$ cat src/rtl/rob_commit_pkg.sv
// Shared rename-register-file constants and types used by the retire side
// and by the dispatch-stage allocator.
package rob_commit_pkg;

  localparam int RRF_NUM   = 64;
  localparam int RRF_SEL   = $clog2(RRF_NUM);
  localparam int ARF_SEL   = 5;
  localparam int COM_SLOTS = 2;
  localparam int CNT_W     = RRF_SEL + 1;

  typedef logic [RRF_SEL-1:0] rrf_tag_t;
  typedef logic [ARF_SEL-1:0] arf_idx_t;

  typedef struct packed {
    logic     dst_valid;
    arf_idx_t arf;
  } dst_t;

  // Tag 0 is never the first allocation after reset; the allocator starts at 1.
  localparam rrf_tag_t HEAD_RESET = rrf_tag_t'(1);

  function automatic rrf_tag_t tag_add(rrf_tag_t tag, logic [1:0] n);
    return tag + rrf_tag_t'(n);
  endfunction

endpackage

$ cat src/rtl/rob_status_array.sv
// Per-entry valid/done/destination storage for the rename register file,
// with one allocate port, two done-set ports, two clear ports and two reads.
module rob_status_array
  import rob_commit_pkg::*;
(
  input  logic                       clk_i,
  input  logic                       reset_n_i,
  input  logic                       alloc_en,
  input  rrf_tag_t                   alloc_tag,
  input  dst_t                       alloc_dst,
  input  logic     [COM_SLOTS-1:0]   done_en,
  input  rrf_tag_t [COM_SLOTS-1:0]   done_tag,
  input  logic     [COM_SLOTS-1:0]   clr_en,
  input  rrf_tag_t [COM_SLOTS-1:0]   clr_tag,
  input  rrf_tag_t [COM_SLOTS-1:0]   rd_tag,
  output logic     [COM_SLOTS-1:0]   rd_valid,
  output logic     [COM_SLOTS-1:0]   rd_done,
  output dst_t     [COM_SLOTS-1:0]   rd_dst,
  output logic     [RRF_NUM-1:0]     valid_vec
);

  logic [RRF_NUM-1:0] done_vec;
  dst_t               dst_arr [RRF_NUM];

  genvar gi;
  for (gi = 0; gi < RRF_NUM; gi++) begin : g_entry
    logic valid_reg;
    logic done_reg;
    dst_t dst_reg;
    logic hit_alloc;
    logic hit_done;
    logic hit_clr;

    assign hit_alloc = alloc_en && (alloc_tag == rrf_tag_t'(gi));

    always_comb begin
      hit_done = 1'b0;
      hit_clr  = 1'b0;
      for (int s = 0; s < COM_SLOTS; s++) begin
        if (done_en[s] && (done_tag[s] == rrf_tag_t'(gi))) hit_done = 1'b1;
        if (clr_en[s]  && (clr_tag[s]  == rrf_tag_t'(gi))) hit_clr  = 1'b1;
      end
    end

    // Retirement wins over a late done-set; allocation never targets a live entry.
    always_ff @(posedge clk_i or negedge reset_n_i) begin
      if (!reset_n_i) begin
        valid_reg <= 1'b0;
        done_reg  <= 1'b0;
      end else if (hit_clr) begin
        valid_reg <= 1'b0;
        done_reg  <= 1'b0;
      end else if (hit_alloc) begin
        valid_reg <= 1'b1;
        done_reg  <= 1'b0;
      end else if (hit_done) begin
        done_reg  <= 1'b1;
      end
    end

    always_ff @(posedge clk_i) begin
      if (hit_alloc) dst_reg <= alloc_dst;
    end

    assign valid_vec[gi] = valid_reg;
    assign done_vec[gi]  = done_reg;
    assign dst_arr[gi]   = dst_reg;
  end

  for (gi = 0; gi < COM_SLOTS; gi++) begin : g_read
    assign rd_valid[gi] = valid_vec[rd_tag[gi]];
    assign rd_done[gi]  = done_vec[rd_tag[gi]];
    assign rd_dst[gi]   = dst_arr[rd_tag[gi]];
  end

endmodule

$ cat src/rtl/rob_commit.sv
// In-order retire stage of the rename register file: commits up to two
// completed entries per cycle and reports the count back to dispatch.
module rob_commit
  import rob_commit_pkg::*;
(
  input  logic               clk_i,
  input  logic               reset_n_i,
  input  logic               dp_alloc_en_i,
  input  logic [RRF_SEL-1:0] dp_alloc_tag_i,
  input  logic               dp_dst_valid_i,
  input  logic [ARF_SEL-1:0] dp_dst_arf_i,
  input  logic               wb0_en_i,
  input  logic [RRF_SEL-1:0] wb0_tag_i,
  input  logic               wb1_en_i,
  input  logic [RRF_SEL-1:0] wb1_tag_i,
  output logic [1:0]         com_inst_num_o,
  output logic               com0_en_o,
  output logic               com1_en_o,
  output logic [ARF_SEL-1:0] com0_arf_o,
  output logic [ARF_SEL-1:0] com1_arf_o,
  output logic [RRF_SEL-1:0] com0_rrftag_o,
  output logic [RRF_SEL-1:0] com1_rrftag_o,
  output logic [RRF_SEL-1:0] comptr_o,
  output logic [CNT_W-1:0]   inflight_o,
  output logic               err_o
);

  rrf_tag_t   head_reg, head_next;
  logic [CNT_W-1:0] inflight_reg, inflight_next;
  logic       err_reg, err_next;

  logic [RRF_NUM-1:0]       valid_vec;
  rrf_tag_t [COM_SLOTS-1:0] rd_tag;
  rrf_tag_t [COM_SLOTS-1:0] done_tag;
  logic     [COM_SLOTS-1:0] rd_valid, rd_done, fire, done_en;
  dst_t     [COM_SLOTS-1:0] rd_dst;
  logic       alloc_ok;
  logic       wb_dup;
  logic       err_hit;
  logic [1:0] com_num;

  genvar gi;
  for (gi = 0; gi < COM_SLOTS; gi++) begin : g_slot
    assign rd_tag[gi] = tag_add(head_reg, 2'(gi));
  end

  // Slot 1 may only retire behind slot 0 to keep strict allocation order.
  assign fire[0] = rd_valid[0] & rd_done[0];
  assign fire[1] = fire[0] & rd_valid[1] & rd_done[1];
  assign com_num = 2'(fire[0]) + 2'(fire[1]);

  assign alloc_ok    = dp_alloc_en_i & ~valid_vec[dp_alloc_tag_i];
  assign done_en[0]  = wb0_en_i & valid_vec[wb0_tag_i];
  assign done_en[1]  = wb1_en_i & valid_vec[wb1_tag_i];
  assign done_tag[0] = wb0_tag_i;
  assign done_tag[1] = wb1_tag_i;
  assign wb_dup      = wb0_en_i & wb1_en_i & (wb0_tag_i == wb1_tag_i);
  assign err_hit     = (dp_alloc_en_i & valid_vec[dp_alloc_tag_i])
                     | (wb0_en_i & ~valid_vec[wb0_tag_i])
                     | (wb1_en_i & ~valid_vec[wb1_tag_i])
                     | wb_dup;

  rob_status_array u_status (
    .clk_i     (clk_i),
    .reset_n_i (reset_n_i),
    .alloc_en  (alloc_ok),
    .alloc_tag (dp_alloc_tag_i),
    .alloc_dst ({dp_dst_valid_i, dp_dst_arf_i}),
    .done_en   (done_en),
    .done_tag  (done_tag),
    .clr_en    (fire),
    .clr_tag   (rd_tag),
    .rd_tag    (rd_tag),
    .rd_valid  (rd_valid),
    .rd_done   (rd_done),
    .rd_dst    (rd_dst),
    .valid_vec (valid_vec)
  );

  always_comb begin
    head_next     = tag_add(head_reg, com_num);
    inflight_next = inflight_reg + CNT_W'(alloc_ok) - CNT_W'(com_num);
    err_next      = err_reg | err_hit;
  end

  always_ff @(posedge clk_i or negedge reset_n_i) begin
    if (!reset_n_i) begin
      head_reg     <= HEAD_RESET;
      inflight_reg <= '0;
      err_reg      <= 1'b0;
    end else begin
      head_reg     <= head_next;
      inflight_reg <= inflight_next;
      err_reg      <= err_next;
    end
  end

  // Destination storage is not reset, so slot fields are gated by the fire bits.
  assign com_inst_num_o = com_num;
  assign com0_en_o      = fire[0] & rd_dst[0].dst_valid;
  assign com1_en_o      = fire[1] & rd_dst[1].dst_valid;
  assign com0_arf_o     = fire[0] ? rd_dst[0].arf : '0;
  assign com1_arf_o     = fire[1] ? rd_dst[1].arf : '0;
  assign com0_rrftag_o  = fire[0] ? rd_tag[0] : '0;
  assign com1_rrftag_o  = fire[1] ? rd_tag[1] : '0;
  assign comptr_o       = head_reg;
  assign inflight_o     = inflight_reg;
  assign err_o          = err_reg;

endmodule

$ cat config.mk
export PLATFORM = sky130hd
export DESIGN_NAME = rob_commit
export DESIGN_NICKNAME = d
export VERILOG_FILES = /design/src/rtl/rob_commit_pkg.sv /design/src/rtl/rob_status_array.sv /design/src/rtl/rob_commit.sv
export SDC_FILE = /design/constraint.sdc
export NUM_CORES = 1
export LEC_CHECK = 0
export ABC_CLOCK_PERIOD_IN_PS = 7100
export BUFFER_PORTS_ARGS = -buffer_cell sky130_fd_sc_hd__buf_2
export CAP_MARGIN = 20
export CORE_MARGIN = 8
export CORE_UTILIZATION = 30
export CTS_CLUSTER_SIZE = 20
export DETAILED_ROUTE_END_ITERATION = 8
export PLACE_DENSITY = 0.55
export SLEW_MARGIN = 20
export SYNTH_ARGS = -nofsm -noshare
export SYNTH_HDL_FRONTEND = slang
export SYNTH_HIERARCHICAL = 1
export SYNTH_SLANG_ARGS = --single-unit
export TNS_END_PERCENT = 100
$ cat constraint.sdc
create_clock -name clk_i -period 7.1 [get_ports clk_i]
set_clock_uncertainty 0.2 [all_clocks]
set_input_delay 0.71 -clock clk_i [delete_from_list [all_inputs] [get_ports clk_i]]
set_output_delay 0.71 -clock clk_i [all_outputs]
set_load 0.01 [all_outputs]
-- After elaboration in Yosys (flattened, before gate mapping)
Index checks and enable logic that the tools add are counted.
- bitwise logic cells: 22
- $mul: 0
- order comparisons: 7
- mux-type cells: 600
- equality and inequality tests: 316
- reductions and logical operators: 453
- shift-type cells: 0
- div/mod/pow operators: 0
- add/sub/neg operators: 5
- operators with widths (kind ; number):
    $eq A6 B6 Y1 const B ; 160
    $mux W1 ; 583
    $eq A6 B5 Y1 const B ; 80
    $logic_and A1 B1 Y1 ; 320
    $eq A6 B4 Y1 const B ; 40
    $reduce_bool A3 Y1 ; 64
    $reduce_bool A2 Y1 ; 64
    $eq A6 B3 Y1 const B ; 20
    $bmux W6 S6 ; 2
    $eq A6 B2 Y1 const B ; 10
    $bmux W1 S6 ; 7
    $mux W6 ; 6
    $lt A6 B7 Y1 const B ; 5
    $eq A6 B1 Y1 const B ; 5
    $logic_not A6 Y1 ; 5
    $ge A7 B7 Y1 const B ; 2
    $not A6 Y7 ; 2
    $and A1 B1 Y1 ; 13
    $mux W5 ; 2
    $add A7 B1 Y7 ; 1
    $sub A7 B2 Y7 ; 1
    $add A6 B1 Y6 const B ; 1
    $add A6 B2 Y6 ; 1
    $eq A6 B6 Y1 ; 1
    other kinds (3) ; 8
- ROM bits: 0
- latch bits: 0
- memories kept: 0
- flip-flop bits (word level): 526
- memory bits (writable): 0
- logic and storage cells: 1662

-- Logic depth before layout (Yosys ltp)
Gate-level depths: netlist (run 1).
- word-level depth: 9
- mapped depth: 24
- depth with buffers taken out: 21

-- Hierarchy
Netlist (run 1), hierarchy kept.
- modules (own cells, without submodules) (module ; area each (um^2) ; cells an instance ; instances):
    rob_status_array ; 26566.7 ; 1736 ; 1
    rob_commit ; 3004.1 ; 318 ; 1

-- Least setup slack after synthesis (run 1)
No wires, ideal clock.
- kind: register -> register
- from: register head_reg[0], in the netlist comptr_o[0]
- to: register inflight_reg[6], in the netlist inflight_o[6]
- cell stages (with the launch flop): 25
- arrival: 4.839 ns
- buffers on the path: 4
- setup slack: 1.935 ns
- cells stage by stage: dfstp_2 ha_1 xor2_1 buf_2 buf_2 clkbuf_1 nor2b_1 a22oi_1 a31oi_1 o21ai_0 nand2_1 and3_1 clkbuf_1 ha_1 ha_1 inv_1 ha_1 inv_1 fa_1 inv_1 a21o_1 a21oi_1 o21bai_1 a21oi_1 xnor2_1
- RTL lines (element ; line ; source):
    from (decl) ; rob_commit.sv:28 ; rrf_tag_t head_reg, head_next;
    from (signal assigned) ; rob_commit.sv:92 ; head_reg <= head_next;
    to (signal assigned) ; rob_commit.sv:93 ; inflight_reg <= inflight_next;
    to (decl) ; rob_commit.sv:29 ; logic [CNT_W-1:0] inflight_reg, inflight_next;

==> results of run 1 <==
[synth_stat cells (all sizes together), types with 3 or more instances]
library cell | instances | area (µm²)
a22o | 5 | 43.8
o22ai | 113 | 707
and3b | 4 | 35.0
and3 | 17 | 106
a22oi | 90 | 676
xor2 | 6 | 52.6
nand3b | 12 | 90.1
dfrtp | 141 | 3530
a2111oi | 5 | 62.6
or2 | 8 | 50.1
nand4 | 8 | 50.1
a311oi | 5 | 43.8
nor2 | 131 | 492
buf | 152 | 1050
o21ai | 21 | 105
nand2 | 79 | 297
nand2b | 27 | 169
nor4 | 4 | 25.0
xnor2 | 14 | 123
nor3 | 29 | 145
o221ai | 19 | 166
o221a | 60 | 676
o21a | 64 | 480
mux4 | 280 | 6310
mux2 | 11 | 124
a32o | 7 | 70.1
a21oi | 16 | 80.1
ha | 12 | 150
a31oi | 17 | 106
nor3b | 11 | 82.6
a211oi | 3 | 22.5
edfxtp | 384 | 11500
inv | 18 | 67.6
nand4b | 3 | 26.3
mux2i | 66 | 661
and2 | 16 | 100
or3b | 4 | 35.0
o21bai | 5 | 37.5
clkbuf | 72 | 272
nand3 | 62 | 310
nor2b | 34 | 213
[metal layers]
layer  routed length (µm)  track usage  vias to the layer above
li1                     -            -                     8311
met2                51700        0.319                     1143
met4                 5260       0.0784                        4
met5                   26            0                        -
met1                42100        0.251                    10963
met3                 8140       0.0319                      226
[cell families after synthesis]
family                     Yosys count  synth area share
AOI/OAI and AO/OA                  442             0.114
xor gates and xnor gates            20           0.00592
adders and majority gates           14           0.00643
buffers and inverters              242            0.0471
DFF                                526             0.510
muxes                              357             0.240
and+or+nand+nor                    453            0.0764
[worst max path at each step]
stage,startpoint,to,slack (ns),cells past startpoint
floorplan,comptr_o[0],inflight_o[6],1.94,24
global placement,comptr_o[1],inflight_o[6],1.28,20
detailed placement,comptr_o[1],inflight_o[6],1.34,22
CTS,comptr_o[1],com1_arf_o[3],1.12,9
global route,comptr_o[1],inflight_o[6],0.96,21
finish,comptr_o[1],com1_arf_o[1],1.17,9
[layout by cell type, fill, tap and decap left out, types with 7 or more instances in the layout]
cell type  instances
nor2_1           130
buf_2             65
mux2i_1           66
o21ai_0           17
buf_4             39
bufinv_16          8
mux4_2           280
nand2b_1          27
o21a_1            64
a31oi_1           17
nor3_1            29
a22oi_1           90
o221a_2           60
nor2b_1           34
xnor2_1           11
o22ai_1          113
and3_1            17
mux2_2            11
dfrtp_1          138
nand3_1           62
a32o_1             7
nand3b_1          12
nand2_1           79
inv_1             17
o221ai_1          19
clkinv_1           9
clkinv_2          11
edfxtp_1         384
nor3b_1            9
nand4_1            8
or2_2              8
clkbuf_1           8
and2_1            16
ha_1              11
a21oi_1           16
clkbuf_16         57
[worst max-delay path, stage by stage (launching register included)]
cell and delay (ns):
dfrtp_4 0.76, ha_4 0.97, buf_4 0.70, mux4_2 0.58
o22ai_1 0.35, nor2_1 0.09, a22oi_1 0.42, nand2_1 0.12
and2_1 0.20, buf_2 0.15
[final cells by class]
| cell class | instances | area, µm² | share of cell area |
|---|---|---|---|
| Clock buffer | 65 | 1460 | 0.0447 |
| Timing Repair Buffer | 109 | 699 | 0.0215 |
| Tap cell | 1287 | 1610 | 0.0494 |
| Antenna cell | 1 | 2.50 | 0.0000768 |
| Multi-Input combinational cell | 1286 | 13200 | 0.404 |
| Inverter | 18 | 75.1 | 0.00231 |
| Clock inverter | 38 | 468 | 0.0144 |
| Sequential cell | 526 | 15100 | 0.464 |
[power groups by stage]
stage / Sequential, µW / Clock (µW) / Combinational [µW]
floorplan: 3680 / 0 / 3210
detailed placement: 3890 / 0 / 4150
global route: 3850 / 3240 / 4380
CTS: 3830 / 3130 / 4160
global placement: 3890 / 0 / 4120
finish: 3850 / 3080 / 4160
[through the flow]
stage,total power [µW],hold slack (ns),instances,cell area [µm²]
3_5_place_dp,8040,0.305,3225,30600
3_3_place_gp,8010,0.284,3225,30600
5_1_grt,11500,0.146,3329,32600
4_1_cts,11100,0.117,3329,32600
2_1_floorplan,6900,0.214,2054,29600
6_report,11100,0.137,3330,32600
[timing repair]
item / 4_1_cts / 5_1_grt
endpoints found under the hold margin: 5 / 0
endpoints found under the setup margin: 0 / 0
hold buffers: 1 / 0
==> results.json, run 1 <==
{
  "fmax_mhz": 169,
  "r2r-end": "inflight_o[6]",
  "grt_pass1_wl_um": 154000,
  "largest_register_ffs": 384,
  "rsz0062_at_grt": "no",
  "synth_edf_count": 384,
  "outcome": "completed",
  "ir_drop_mv": 0.246,
  "dr_total_vias": 20647,
  "hpwl_um": 77900,
  "ys.flop_type": "edfxtp_1",
  "rrSetupSlack_ns": 1.23,
  "rows": 115,
  "tritoncts": "built",
  "core_area_mm2": 0.0980,
  "setup_viol": 0,
  "worstMarginPinSlew_ns": 1.20,
  "path_class": "reg2out",
  "cts_root_buf": "clkbuf_16",
  "p_int_uw": 7220,
  "h-tree-depth": 2,
  "ys_warn_count": 6,
  "drv_slew": 0,
  "r2r_start": "comptr_o[1]",
  "antenna_found_initial": 2,
  "hp-start": "wb0_en_i",
  "syn_avg_cell_area_um2": 14.4,
  "track_usage": 0.193,
  "start_util": 0.302,
  "p_leak_uw": 0.0106,
  "synth-seq-cells": 526,
  "die_y_um": 330,
  "grt_pass1_vias": 20275,
  "seq_power_share": 0.347,
  "dieArea_mm2": 0.109,
  "maxCapViolCount": 0,
  "num-fill-cells": 9444,
  "tns_ns": 0,
  "hold_class": "in2reg",
  "globalplace.congestion": 0.949,
  "cp.required_ns": 6.19,
  "synth_cell_type_count": 61,
  "endpoint_kind": "primary output",
  "cts.sink_count": 526,
  "first_iter_violations": 2570,
  "cts_buffers": 57,
  "cts_buffer_depth": 3,
  "post-route-util": 0.332,
  "path_clk_slew_ns": 0.07,
  "powerDensity_mw_per_mm2": 341,
  "p_sw_frac": 0.349,
  "fin_crit_sh": 0.836,
  "io_pins": 69,
  "ant_nets": 0,
  "yosysSeqAreaShare": 0.510,
  "netlist_area_mm2": 0.0296,
  "switching_power_uw": 3880,
  "holdPathStages": 3,
  "die_w_um": 330,
  "clkPwrFrac": 0.278,
  "grt.overflow.total": 0,
  "cts_setup_buffers": 0,
  "slew-limit-headroom": 0.197,
  "crit_fanout": 52,
  "nets": 2041,
  "area_delta_synth_final_pct": 10.1,
  "io_buffers": 68,
  "clock_latency_ns": 0.65,
  "drive_gt1_frac": 0.280,
  "dp_worst_setup_slack_ns": 1.34,
  "final-hold-violation-count": 0,
  "setup_slack_ns": 1.17,
  "pwr-share-comb": 0.375,
  "vias_per_cell": 6.20,
  "async_flop_share": 0.270,
  "syn_nets": 2097,
  "wl_per_cell_um": 32.2,
  "worst_setup_path_start_kind": "flip-flop",
  "r2r.worst_path.cells": 21,
  "dr.pass1.iters": 6,
  "post-route-min-period_ns": 5.93,
  "arrival_ns": 5.02,
  "ctsResizeCount": 0,
  "hold_path_end": "err_o",
  "wirelength_um": 107000,
  "drc": 0,
  "grt_max_degree": 93,
  "synth_cells": 2054
}
(Power assumes the default switching activity.)
==> inputs of run 2 (changes only) <==
--- a/config.mk
+++ b/config.mk
@@ -5,14 +5,14 @@
 export SDC_FILE = /design/constraint.sdc
 export NUM_CORES = 1
 export LEC_CHECK = 0
-export ABC_CLOCK_PERIOD_IN_PS = 7100
+export ABC_CLOCK_PERIOD_IN_PS = 5300
 export BUFFER_PORTS_ARGS = -buffer_cell sky130_fd_sc_hd__buf_2
 export CAP_MARGIN = 20
 export CORE_MARGIN = 8
 export CORE_UTILIZATION = 30
 export CTS_CLUSTER_SIZE = 20
 export DETAILED_ROUTE_END_ITERATION = 8
-export PLACE_DENSITY = 0.55
+export PLACE_DENSITY = 0.57
 export SLEW_MARGIN = 20
 export SYNTH_ARGS = -nofsm -noshare
 export SYNTH_HDL_FRONTEND = slang
==> constraint.sdc (replaced) <==
create_clock -name clk_i -period 5.3 [get_ports clk_i]
set_clock_uncertainty 0.2 [all_clocks]
set_input_delay 0.53 -clock clk_i [delete_from_list [all_inputs] [get_ports clk_i]]
set_output_delay 0.53 -clock clk_i [all_outputs]
set_load 0.01 [all_outputs]
==> results.json, run 2 (synthesis results as in run 1) <==
{
  "vias_per_cell": 6.19,
  "fin_cells": 3412,
  "clock_latency_ns": 0.65,
  "path_class": "reg2out",
  "grt_pass1_vias": 20925,
  "cts_root_buf": "clkbuf_16",
  "outcome": "completed",
  "io_pins": 69,
  "cp.required_ns": 4.57,
  "antenna_found_initial": 1,
  "rows": 115,
  "hpwl_um": 82000,
  "grt_pass1_wl_um": 159000,
  "hold_class": "in2async",
  "first_iter_violations": 2819,
  "drc": 0,
  "post-route-util": 0.339,
  "crit_fanout": 84,
  "rsz0062_at_grt": "no",
  "setup_viol": 0,
  "final-hold-violation-count": 0,
  "cts_setup_buffers": 0,
  "ir_drop_mv": 0.438,
  "dieArea_mm2": 0.109,
  "drv_slew": 0,
  "start_util": 0.302,
  "p_leak_uw": 0.0110,
  "path_clk_slew_ns": 0.07,
  "die_y_um": 330,
  "core_area_mm2": 0.0980,
  "final_common_cell": "edfxtp_1",
  "die_w_um": 330,
  "dr_total_vias": 21133,
  "area_delta_synth_final_pct": 12.2,
  "final_cell_mix": "edfxtp_1, mux4_2, dfrtp_1",
  "h-tree-depth": 2,
  "maxCapViolCount": 0,
  "cts.sink_count": 526,
  "wl_per_cell_um": 32.7,
  "grt_max_degree": 85,
  "io_buffers": 68,
  "largest_register_ffs": 384,
  "cts_buffers": 56,
  "dr.pass1.iters": 6,
  "drive_gt1_frac": 0.309,
  "ant_nets": 0,
  "grt.overflow.total": 0,
  "tns_ns": 0,
  "globalplace.congestion": 0.935,
  "nets": 2120,
  "num-fill-cells": 9383,
  "tritoncts": "built",
  "arrival_ns": 4.47,
  "wirelength_um": 111000,
  "powerDensity_mw_per_mm2": 453,
  "track_usage": 0.200,
  "post-route-min-period_ns": 5.20,
  "timing.hold.ws_ns": 0.232,
  "place_inst": 3302,
  "worstMarginPinSlew_ns": 1.13,
  "fmax_mhz": 192,
  "p_total_uw": 15000,
  "fin_crit_sh": 0.982,
  "diodes": 0,
  "cts_buffer_depth": 3,
  "endpoint_kind": "primary output",
  "slew-limit-headroom": 0.245,
  "worst_setup_path_start_kind": "flip-flop"
}
-- run 2: changes by cell type in the layout (fill, tap and decap cells not counted), moves of 2 or more --
| cell | delta |
|---|---|
| clkinv_1 | -7 |
| clkbuf_1 | +2 |
| buf_4 | +73 |
| clkinvlp_4 | +7 |
| bufinv_16 | -3 |
| inv_6 | +2 |
| clkbuf_8 | +3 |
| dlygate4sd3_1 | +3 |
| buf_16 | +2 |
-- run 2: path summary, 6_finish.rpt --
check                          startpoint                       endpoint  slack (ns)  cells past startpoint
max in group asynchronous       reset_n_i  u_status/g_entry[24].done_reg        3.50                      3
setup reg to reg              comptr_o[0]                  inflight_o[6]        0.20                     19
hold reg to reg             inflight_o[0]                  inflight_o[0]        0.33                      1
setup / recovery              comptr_o[0]                  com0_arf_o[0]         0.1                      9
min in group clk_i         dp_dst_valid_i          u_status/dst_arr[275]        0.24                      1
hold / removal                  reset_n_i                    comptr_o[1]        0.23                      2
-- run 2: through the flow --
stage	setup slack (ns)	instance area [µm²]
finish	0.0962	33200
global route	0.00190	33200
CTS	0.0348	33200
detailed placement	0.326	31200
global placement	0.312	31200
floorplan	0.135	29600
-- run 2: final cells by class --
class / instances / area (µm²) / area share
Clock inverter: 37 / 397 / 0.0120
Tap cell: 1287 / 1610 / 0.0485
Timing Repair Buffer: 189 / 1360 / 0.0409
Multi-Input combinational cell: 1286 / 13200 / 0.397
Clock buffer: 69 / 1480 / 0.0446
Inverter: 18 / 75.1 / 0.00226
Sequential cell: 526 / 15100 / 0.455
-- run 2: what timing repair did --
| item | 4_1_cts | 5_1_grt |
|---|---|---|
| hold endpoints to repair | 47 | 0 |
| hold buffers | 4 | 0 |
| resized for setup | 1 | 5 |
| gates cloned | 0 | 0 |
| setup endpoints to repair | 3 | 7 |
-- run 2: worst max-delay path, stage by stage (launching register included) --
cell       delay, ns
dfstp_4         0.66
buf_16          0.28
buf_16          0.50
mux4_2          0.64
mux4_2          0.50
nand2b_1        0.19
o2111ai_1       0.26
o31ai_1         0.21
and3_1          0.24
buf_2           0.14
-- run 2: routing by layer --
layer  part of all wire  routed length, µm  global-route usage
met5            0.00012                 13                   0
met4              0.040               4460              0.0702
met3              0.091              10100              0.0407
met2               0.48              53600               0.330
met1               0.39              43300               0.262
-- run 2: report_power, final --
group          switching (µW)  total [µW]  leakage [µW]  internal (µW)
sequential                349        5030       0.00530           4680
combinational            3200        5970       0.00482           2760
clock                    1780        4040      0.000897           2260
